===== config.mk =====
export PLATFORM = sky130hd
export DESIGN_NAME = debug_frame_bridge
export DESIGN_NICKNAME = d
export VERILOG_FILES = /design/src/rtl/debug_frame_bridge.sv
export SDC_FILE = /design/constraint.sdc
export NUM_CORES = 1
export LEC_CHECK = 0
export BUFFER_PORTS_ARGS = -buffer_cell sky130_fd_sc_hd__buf_2
export CORE_MARGIN = 2
export CORE_UTILIZATION = 35
export CTS_BUF_LIST = sky130_fd_sc_hd__clkbuf_8 sky130_fd_sc_hd__clkbuf_16
export DETAILED_ROUTE_END_ITERATION = 8
export GPL_TIMING_DRIVEN = 0
export PLACE_DENSITY = 0.57
export SKIP_CTS_REPAIR_TIMING = 1
export SLEW_MARGIN = 15
export SYNTH_ARGS = -nofsm -noshare
export SYNTH_HDL_FRONTEND = slang
export SYNTH_SLANG_ARGS = --single-unit

===== constraint.sdc =====
create_clock -name i_clock -period 7 [get_ports i_clock]
set_clock_uncertainty 0.15 [all_clocks]
set_input_delay 0.7 -clock i_clock [delete_from_list [all_inputs] [get_ports i_clock]]
set_output_delay 0.7 -clock i_clock [all_outputs]
set_load 0.03 [all_outputs]

===== src/rtl/debug_frame_bridge.sv =====
// Bridge between the blaze command channel and the MIPS debug hooks.
// It decodes strobed command frames, runs the RUN/HALT/CAPTURE control FSM,
// loads instruction memory, and buffers debug words for read-back.
module debug_frame_bridge #(
  parameter int unsigned NB_FRAME = 32,
  parameter int unsigned NB_REG   = 32,
  parameter int unsigned N_WORDS  = 8,
  parameter int unsigned NB_PC    = 9
) (
  input  logic                i_clock,
  input  logic                i_reset,
  input  logic [NB_FRAME-1:0] i_frame_from_blaze,
  input  logic [NB_REG-1:0]   i_frame_from_mips,
  input  logic                i_eod,
  input  logic                i_eop,
  input  logic [NB_PC-1:0]    i_mips_pc,
  output logic [NB_FRAME-1:0] o_frame_to_blaze,
  output logic                o_valid,
  output logic                o_reset,
  output logic [NB_REG-1:0]   o_instr_data,
  output logic [15:0]         o_instr_addr,
  output logic [3:0]          o_instr_mem_we,
  output logic [5:0]          o_request_select,
  output logic                o_halted
);

  localparam int unsigned AW = (N_WORDS > 1) ? $clog2(N_WORDS) : 1;
  localparam int unsigned PW = 7;  // holds 0..N_WORDS inclusive
  localparam int unsigned TW = (NB_PC < 9) ? NB_PC : 9;

  localparam logic [5:0] CodeStart    = 6'h01;
  localparam logic [5:0] CodeReset    = 6'h02;
  localparam logic [5:0] CodeReqData  = 6'h03;
  localparam logic [5:0] CodeLoadLsb  = 6'h04;
  localparam logic [5:0] CodeLoadMsb  = 6'h05;
  localparam logic [5:0] CodeModeGet  = 6'h08;
  localparam logic [5:0] CodeModeCont = 6'h09;
  localparam logic [5:0] CodeModeStep = 6'h0A;
  localparam logic [5:0] CodeSetBp    = 6'h0C;
  localparam logic [5:0] CodeClrBp    = 6'h0D;
  localparam logic [5:0] CodeStep     = 6'h20;
  localparam logic [5:0] CodeGotData  = 6'h24;
  localparam logic [5:0] CodeGibData  = 6'h25;

  localparam logic [31:0] RspOk  = {6'h03, 26'b0};
  localparam logic [31:0] RspNok = {6'h02, 26'b0};
  localparam logic [31:0] RspEop = {6'h04, 26'b0};

  typedef enum logic [1:0] {StIdle, StRun, StHalt, StCapture} state_e;

  state_e              state_q, state_d;
  state_e              ret_q, ret_d;
  logic                strobe_q;
  logic                cmd_pulse_q;
  logic [5:0]          cmd_code_q;
  logic [8:0]          cmd_type_q;
  logic [15:0]         cmd_data_q;
  logic [NB_FRAME-1:0] frame_q, frame_d;
  logic [5:0]          sel_q, sel_d;
  logic [3:0]          we_q, we_d;
  logic [NB_REG-1:0]   instr_data_q, instr_data_d;
  logic [15:0]         instr_addr_q, instr_addr_d;
  logic                mips_rst_q, mips_rst_d;
  logic                mode_step_q, mode_step_d;
  logic                bp_armed_q, bp_armed_d;
  logic [NB_PC-1:0]    bp_addr_q, bp_addr_d;
  logic [15:0]         step_cnt_q, step_cnt_d;
  logic [PW-1:0]       wptr_q, wptr_d;
  logic [PW-1:0]       rptr_q, rptr_d;
  logic                ovf_q, ovf_d;
  logic                mem_we;
  logic [NB_REG-1:0]   cap_mem_q [N_WORDS];

  logic valid;
  logic bp_hit;
  logic step_done;
  logic halt_evt;
  logic type_ok;
  logic [5:0] type_sel;

  // Pipeline advance and halted status follow directly from the FSM state.
  always_comb begin
    valid     = (state_q == StRun) && (!mode_step_q || (step_cnt_q != 16'd0));
    bp_hit    = bp_armed_q && valid && (i_mips_pc == bp_addr_q);
    // Last permitted step (or none at all) ends the run this cycle.
    step_done = (state_q == StRun) && mode_step_q && (step_cnt_q <= 16'd1);
    halt_evt  = (state_q == StRun) && (i_eop || bp_hit || step_done);
  end

  assign o_valid          = valid;
  assign o_halted         = (state_q == StHalt);
  assign o_frame_to_blaze = frame_q;
  assign o_request_select = sel_q;
  assign o_instr_mem_we   = we_q;
  assign o_instr_data     = instr_data_q;
  assign o_instr_addr     = instr_addr_q;
  assign o_reset          = mips_rst_q;

  // Map the REQ_DATA type field onto a source select code.
  always_comb begin
    type_ok  = 1'b1;
    type_sel = 6'h3F;
    if (cmd_type_q == 9'd0) begin
      type_sel = 6'h20;
    end else if (cmd_type_q == 9'd1) begin
      type_sel = 6'h21;
    end else if (cmd_type_q == 9'd2) begin
      type_sel = {1'b0, cmd_data_q[4:0]};
    end else if (cmd_type_q == 9'd3) begin
      type_sel = 6'h22;
    end else if ((cmd_type_q >= 9'd4) && (cmd_type_q <= 9'd11)) begin
      type_sel = 6'h20 + cmd_type_q[5:0];
    end else begin
      type_ok = 1'b0;
    end
  end

  // Next-state logic: run-time events first, then the accepted command.
  always_comb begin
    state_d      = state_q;
    ret_d        = ret_q;
    frame_d      = frame_q;
    sel_d        = 6'h3F;
    we_d         = 4'b0000;
    instr_data_d = instr_data_q;
    instr_addr_d = instr_addr_q;
    mips_rst_d   = 1'b0;
    mode_step_d  = mode_step_q;
    bp_armed_d   = bp_armed_q;
    bp_addr_d    = bp_addr_q;
    step_cnt_d   = step_cnt_q;
    wptr_d       = wptr_q;
    rptr_d       = rptr_q;
    ovf_d        = ovf_q;
    mem_we       = 1'b0;

    if (valid && mode_step_q) begin
      step_cnt_d = step_cnt_q - 16'd1;
    end

    if (state_q == StCapture) begin
      if (i_eod) begin
        state_d = ret_q;
      end else if (wptr_q < PW'(N_WORDS)) begin
        mem_we = 1'b1;
        wptr_d = wptr_q + 7'd1;
      end else begin
        ovf_d = 1'b1;
      end
    end

    // Command responses override the end-of-program report.
    if (i_eop) begin
      frame_d = NB_FRAME'(RspEop);
    end

    if (cmd_pulse_q) begin
      frame_d = NB_FRAME'(RspOk);
      case (cmd_code_q)
        CodeStart: begin
          if ((state_q == StIdle) || (state_q == StHalt)) state_d = StRun;
        end
        CodeReset: begin
          state_d    = StIdle;
          step_cnt_d = 16'd0;
          mips_rst_d = 1'b1;
        end
        CodeReqData: begin
          if (((state_q == StIdle) || (state_q == StHalt)) && type_ok) begin
            sel_d   = type_sel;
            wptr_d  = '0;
            rptr_d  = '0;
            ovf_d   = 1'b0;
            ret_d   = state_q;
            state_d = StCapture;
          end else begin
            frame_d = NB_FRAME'(RspNok);
          end
        end
        CodeLoadLsb: begin
          we_d         = 4'b0011;
          instr_data_d = NB_REG'(cmd_data_q);
          instr_addr_d = 16'(cmd_type_q[TW-1:0]);
        end
        CodeLoadMsb: begin
          we_d         = 4'b1100;
          instr_data_d = NB_REG'({cmd_data_q, 16'h0000});
          instr_addr_d = 16'(cmd_type_q[TW-1:0]);
        end
        CodeModeGet: begin
          frame_d = NB_FRAME'({(mode_step_q ? CodeModeStep : CodeModeCont), 26'b0});
        end
        CodeModeCont: mode_step_d = 1'b0;
        CodeModeStep: mode_step_d = 1'b1;
        CodeSetBp: begin
          bp_addr_d  = cmd_data_q[NB_PC-1:0];
          bp_armed_d = 1'b1;
        end
        CodeClrBp: bp_armed_d = 1'b0;
        CodeStep: begin
          step_cnt_d = (cmd_data_q == 16'd0) ? 16'd1 : cmd_data_q;
          if (state_q == StHalt) state_d = StRun;
        end
        CodeGotData: begin
          if (state_q == StCapture) begin
            frame_d = NB_FRAME'({6'h02, 25'b0, ovf_q});
          end else begin
            frame_d = NB_FRAME'({6'h03, 20'b0, wptr_q[5:0]});
          end
        end
        CodeGibData: begin
          if (rptr_q < wptr_q) begin
            frame_d = NB_FRAME'(cap_mem_q[rptr_q[AW-1:0]]);
            rptr_d  = rptr_q + 7'd1;
          end else begin
            frame_d = NB_FRAME'(RspNok);
          end
        end
        default: frame_d = NB_FRAME'(RspNok);
      endcase
    end

    // A halt event still applies when a command lands on the same cycle.
    if (halt_evt && (state_d == StRun)) begin
      state_d = StHalt;
    end
  end

  // Control registers with synchronous active-low reset.
  always_ff @(posedge i_clock) begin
    if (!i_reset) begin
      state_q      <= StIdle;
      ret_q        <= StIdle;
      strobe_q     <= 1'b0;
      cmd_pulse_q  <= 1'b0;
      cmd_code_q   <= '0;
      cmd_type_q   <= '0;
      cmd_data_q   <= '0;
      frame_q      <= '0;
      sel_q        <= 6'h3F;
      we_q         <= 4'b0000;
      instr_data_q <= '0;
      instr_addr_q <= '0;
      mips_rst_q   <= 1'b0;
      mode_step_q  <= 1'b0;
      bp_armed_q   <= 1'b0;
      bp_addr_q    <= '0;
      step_cnt_q   <= '0;
      wptr_q       <= '0;
      rptr_q       <= '0;
      ovf_q        <= 1'b0;
    end else begin
      strobe_q     <= i_frame_from_blaze[25];
      cmd_pulse_q  <= i_frame_from_blaze[25] & ~strobe_q;
      if (i_frame_from_blaze[25] && !strobe_q) begin
        cmd_code_q <= i_frame_from_blaze[31:26];
        cmd_type_q <= i_frame_from_blaze[24:16];
        cmd_data_q <= i_frame_from_blaze[15:0];
      end
      state_q      <= state_d;
      ret_q        <= ret_d;
      frame_q      <= frame_d;
      sel_q        <= sel_d;
      we_q         <= we_d;
      instr_data_q <= instr_data_d;
      instr_addr_q <= instr_addr_d;
      mips_rst_q   <= mips_rst_d;
      mode_step_q  <= mode_step_d;
      bp_armed_q   <= bp_armed_d;
      bp_addr_q    <= bp_addr_d;
      step_cnt_q   <= step_cnt_d;
      wptr_q       <= wptr_d;
      rptr_q       <= rptr_d;
      ovf_q        <= ovf_d;
    end
  end

  // Capture buffer storage; validity is tracked by the pointers only.
  always_ff @(posedge i_clock) begin
    if (mem_we) begin
      cap_mem_q[wptr_q[AW-1:0]] <= i_frame_from_mips;
    end
  end

endmodule


==> flow_summary.json <==
{
  "setup_viol": 0,
  "fin_cells": 2100,
  "synth_top_area_share_pct": 46.22,
  "met1_length_microns": 18580,
  "rsz0062_at_grt": "no",
  "synth_area_leaders": "edfxtp_1 (46%), dfxtp_1 (20%), mux4_2 (8.7%), nand2_1 (4.1%), mux2i_1 (2.8%)",
  "cts_buffer_depth": 3,
  "io_pins": 170,
  "yosysUniqueCellTypes": 72,
  "cts_buffers": 45,
  "hold_viol": 0,
  "worstHoldPathCells": 2,
  "utilization_pct": 42.91,
  "ys_top_cells_by_count": "edfxtp_1 (256), nand2_1 (182), dfxtp_1 (164), a21oi_1 (88), mux4_2 (64)",
  "finalWirelength_microns": 42040,
  "first_pass_iters": 5,
  "cts_root_buf": "clkbuf_16",
  "cp_top_family": "simple AND/OR/NAND/NOR gates",
  "layout-drive-gt1-share_pct": 25.75,
  "crit_slowest_cell": "or4_1",
  "hold_end": "strobe_q$_SDFF_PN0_",
  "dieWidth_microns": 222,
  "critPathKind": "flop to flop",
  "status": "finished, final reports clean",
  "dpl.hpwl_microns": 29590,
  "p_total_mw": 5.195,
  "core_area_sq_um": 46750,
  "end_kind": "flop",
  "layout.nets": 1543,
  "die_h_microns": 222,
  "portBuffers": 162,
  "min_from": "i_frame_from_blaze[25]",
  "worstPathMaxFanout": 9,
  "max_slew.worst_pin.slew_ps": 1014,
  "synth_top_area_cell": "edfxtp_1",
  "wl_met3_microns": 2336,
  "dieArea_sq_um": 49280,
  "min_period_over_period_pct": 45.93,
  "critPathBufInv": 2,
  "wl_met2_microns": 20330,
  "slew_headroom_pct": 31.86,
  "ys_async_sr_fraction_pct": 0,
  "cp.required_ps": 7120,
  "place_inst": 2016,
  "post_drt_wl_per_cell_microns": 20.02,
  "rows": 79,
  "vias_per_cell": 5.139,
  "grt_pass1_vias": 10649,
  "peakVddDrop_mv": 0.2699,
  "reg2regPathDepth": 6,
  "antenna_left": 0,
  "antenna_found_initial": 9,
  "drt-initial-drc-count": 807,
  "cts_num_sinks": 420,
  "slew_viol_final": 0,
  "overflow": 0,
  "power.leakage_nw": 6.893,
  "cp_data_arrival_time_ps": 3330,
  "holdCritPathClass": "input port to flop",
  "slowest_delay_ps": 570,
  "place.gp.congestion": 0.8454,
  "grt_max_degree": 20,
  "synth_edf_count": 256,
  "synth_most_common_cell": "edfxtp_1",
  "max_cap_violations": 0,
  "r2r_start": "wptr_q[3]$_SDFF_PN0_",
  "netlist_area_sq_um": 16630,
  "initial_core_util_pct": 35.58,
  "start_kind": "flop",
  "yosysSeqAreaShare_pct": 65.95,
  "period_needed_ps": 3215,
  "globalRouteTotalUtil_pct": 16.84,
  "drc_errors": 0,
  "cts_tree": "built",
  "syn-mean-instance-area_sq_um": 13.70,
  "via_count": 10792,
  "path_depth": 6,
  "syn_to_final_growth_pct": 20.63,
  "crit_chain": "or4_1 > nor3_1 > nand2_1 > nor3_2 > buf_4 > buf_4",
  "routed.top_layer": "met5",
  "r2r-end": "cap_mem_q[4][11]$_DFFE_PP_",
  "grt_first_pass_wirelength_microns": 63840,
  "synth_seq_cells": 420,
  "powerDensity_nw_per_um2": 258.9,
  "synth-main-ff-cell": "edfxtp_1",
  "clk_pin_slew_ps": 60,
  "ys_warn_count": 0,
  "syn_inst": 1214,
  "crit_top_cell": "buf_4",
  "clk_latency_ps": 570,
  "clock.fmax_mhz": 311.1,
  "htree_levels": 2,
  "r2r_slack_ps": 3790
}
==> worst register-to-register path: stages (launching register included) <==
cell,delay [ps]
dfxtp_1,360
or4_1,570
nor3_1,450
nand2_1,360
nor3_2,510
buf_4,300
buf_4,230
==> flip-flops by register name, indices dropped and copies added (netlist names), 2 cells and up, named ones only <==
register          count
o_frame_to_blaze     32
o_request_select      6
o_instr_data         32
cmd_code_q            6
ret_q                 2
wptr_q                7
bp_addr_q             9
cmd_data_q           16
state_q               2
o_instr_mem_we        2
step_cnt_q           16
rptr_q                7
cap_mem_q           256
cmd_type_q            9
o_instr_addr          9
==> kinds of logic after synthesis <==
family / share of synthesized area [%]
AO/OA/AOI/OAI: 7.319
AND/OR/NAND/NOR: 10.54
multiplexers: 11.70
adder cells (fa/ha/maj): 0.7522
flip-flops: 65.95
other: 0.02254
buffers and inverters: 2.558
XOR/XNOR: 1.158
==> worst max path at each step <==
stage	to	startpoint
2_1_floorplan	cap_mem_q[0][0]$_DFFE_PP_	wptr_q[6]$_SDFF_PN0_
3_3_place_gp	cap_mem_q[0][13]$_DFFE_PP_	wptr_q[3]$_SDFF_PN0_
3_5_place_dp	o_frame_to_blaze[17]$_SDFFE_PN0P_	i_reset
4_1_cts	cap_mem_q[4][11]$_DFFE_PP_	wptr_q[3]$_SDFF_PN0_
5_1_grt	cap_mem_q[4][13]$_DFFE_PP_	wptr_q[3]$_SDFF_PN0_
6_report	cap_mem_q[4][11]$_DFFE_PP_	wptr_q[3]$_SDFF_PN0_
==> power breakdown <==
| group | total, mW | switching, mW | internal (mW) |
|---|---|---|---|
| logic | 0.159 | 0.108 | 0.0509 |
| clock network | 2.38 | 0.978 | 1.41 |
| registers | 2.65 | 0.0207 | 2.63 |
==> cells in the final DEF (no fill, tap or decap), drive strengths merged, types with 26 or more instances in the layout <==
cell	count
edfxtp	256
a21oi	88
o21ai	41
dfxtp	164
buf	227
mux2i	47
mux4	64
nor2	38
nand3	26
clkbuf	97
nand2	182
==> per-stage QoR <==
| step | hold slack (ps) | worst slack, ps | instance area, sq um | setup TNS [ps] |
|---|---|---|---|---|
| final | 211.3 | 3785 | 20060 | 0 |
| after global routing | 205.3 | 3550 | 20060 | 0 |
| after CTS | 184.7 | 3769 | 20060 | 0 |
| after detailed placement | 292.3 | 3468 | 18550 | 0 |
| after global placement | 283.6 | -1436 | 18230 | -45860 |
| after floorplan | 270.4 | 2009 | 16660 | 0 |
==> layer usage <==
layer | GRT usage [%] | vias up
li1 | - | 5037
met1 | 22.25 | 5376
met2 | 28.27 | 297
met3 | 3.591 | 68
met4 | 4.207 | 14
met5 | 0 | -
==> final cells by class <==
cell class              count  area [sq um]
flip-flops and latches    420         10970
fillers                  4322         26690
repair buffers            189          1081
multi-input cells         706          5309
diodes                      2         5.005
clock inverters            26         236.5
well taps                 607         759.5
plain buffers              79         369.1
inverters                  15         56.30
clock buffers              56          1277
No activity file was read; power rests on OpenSTA's default activity.
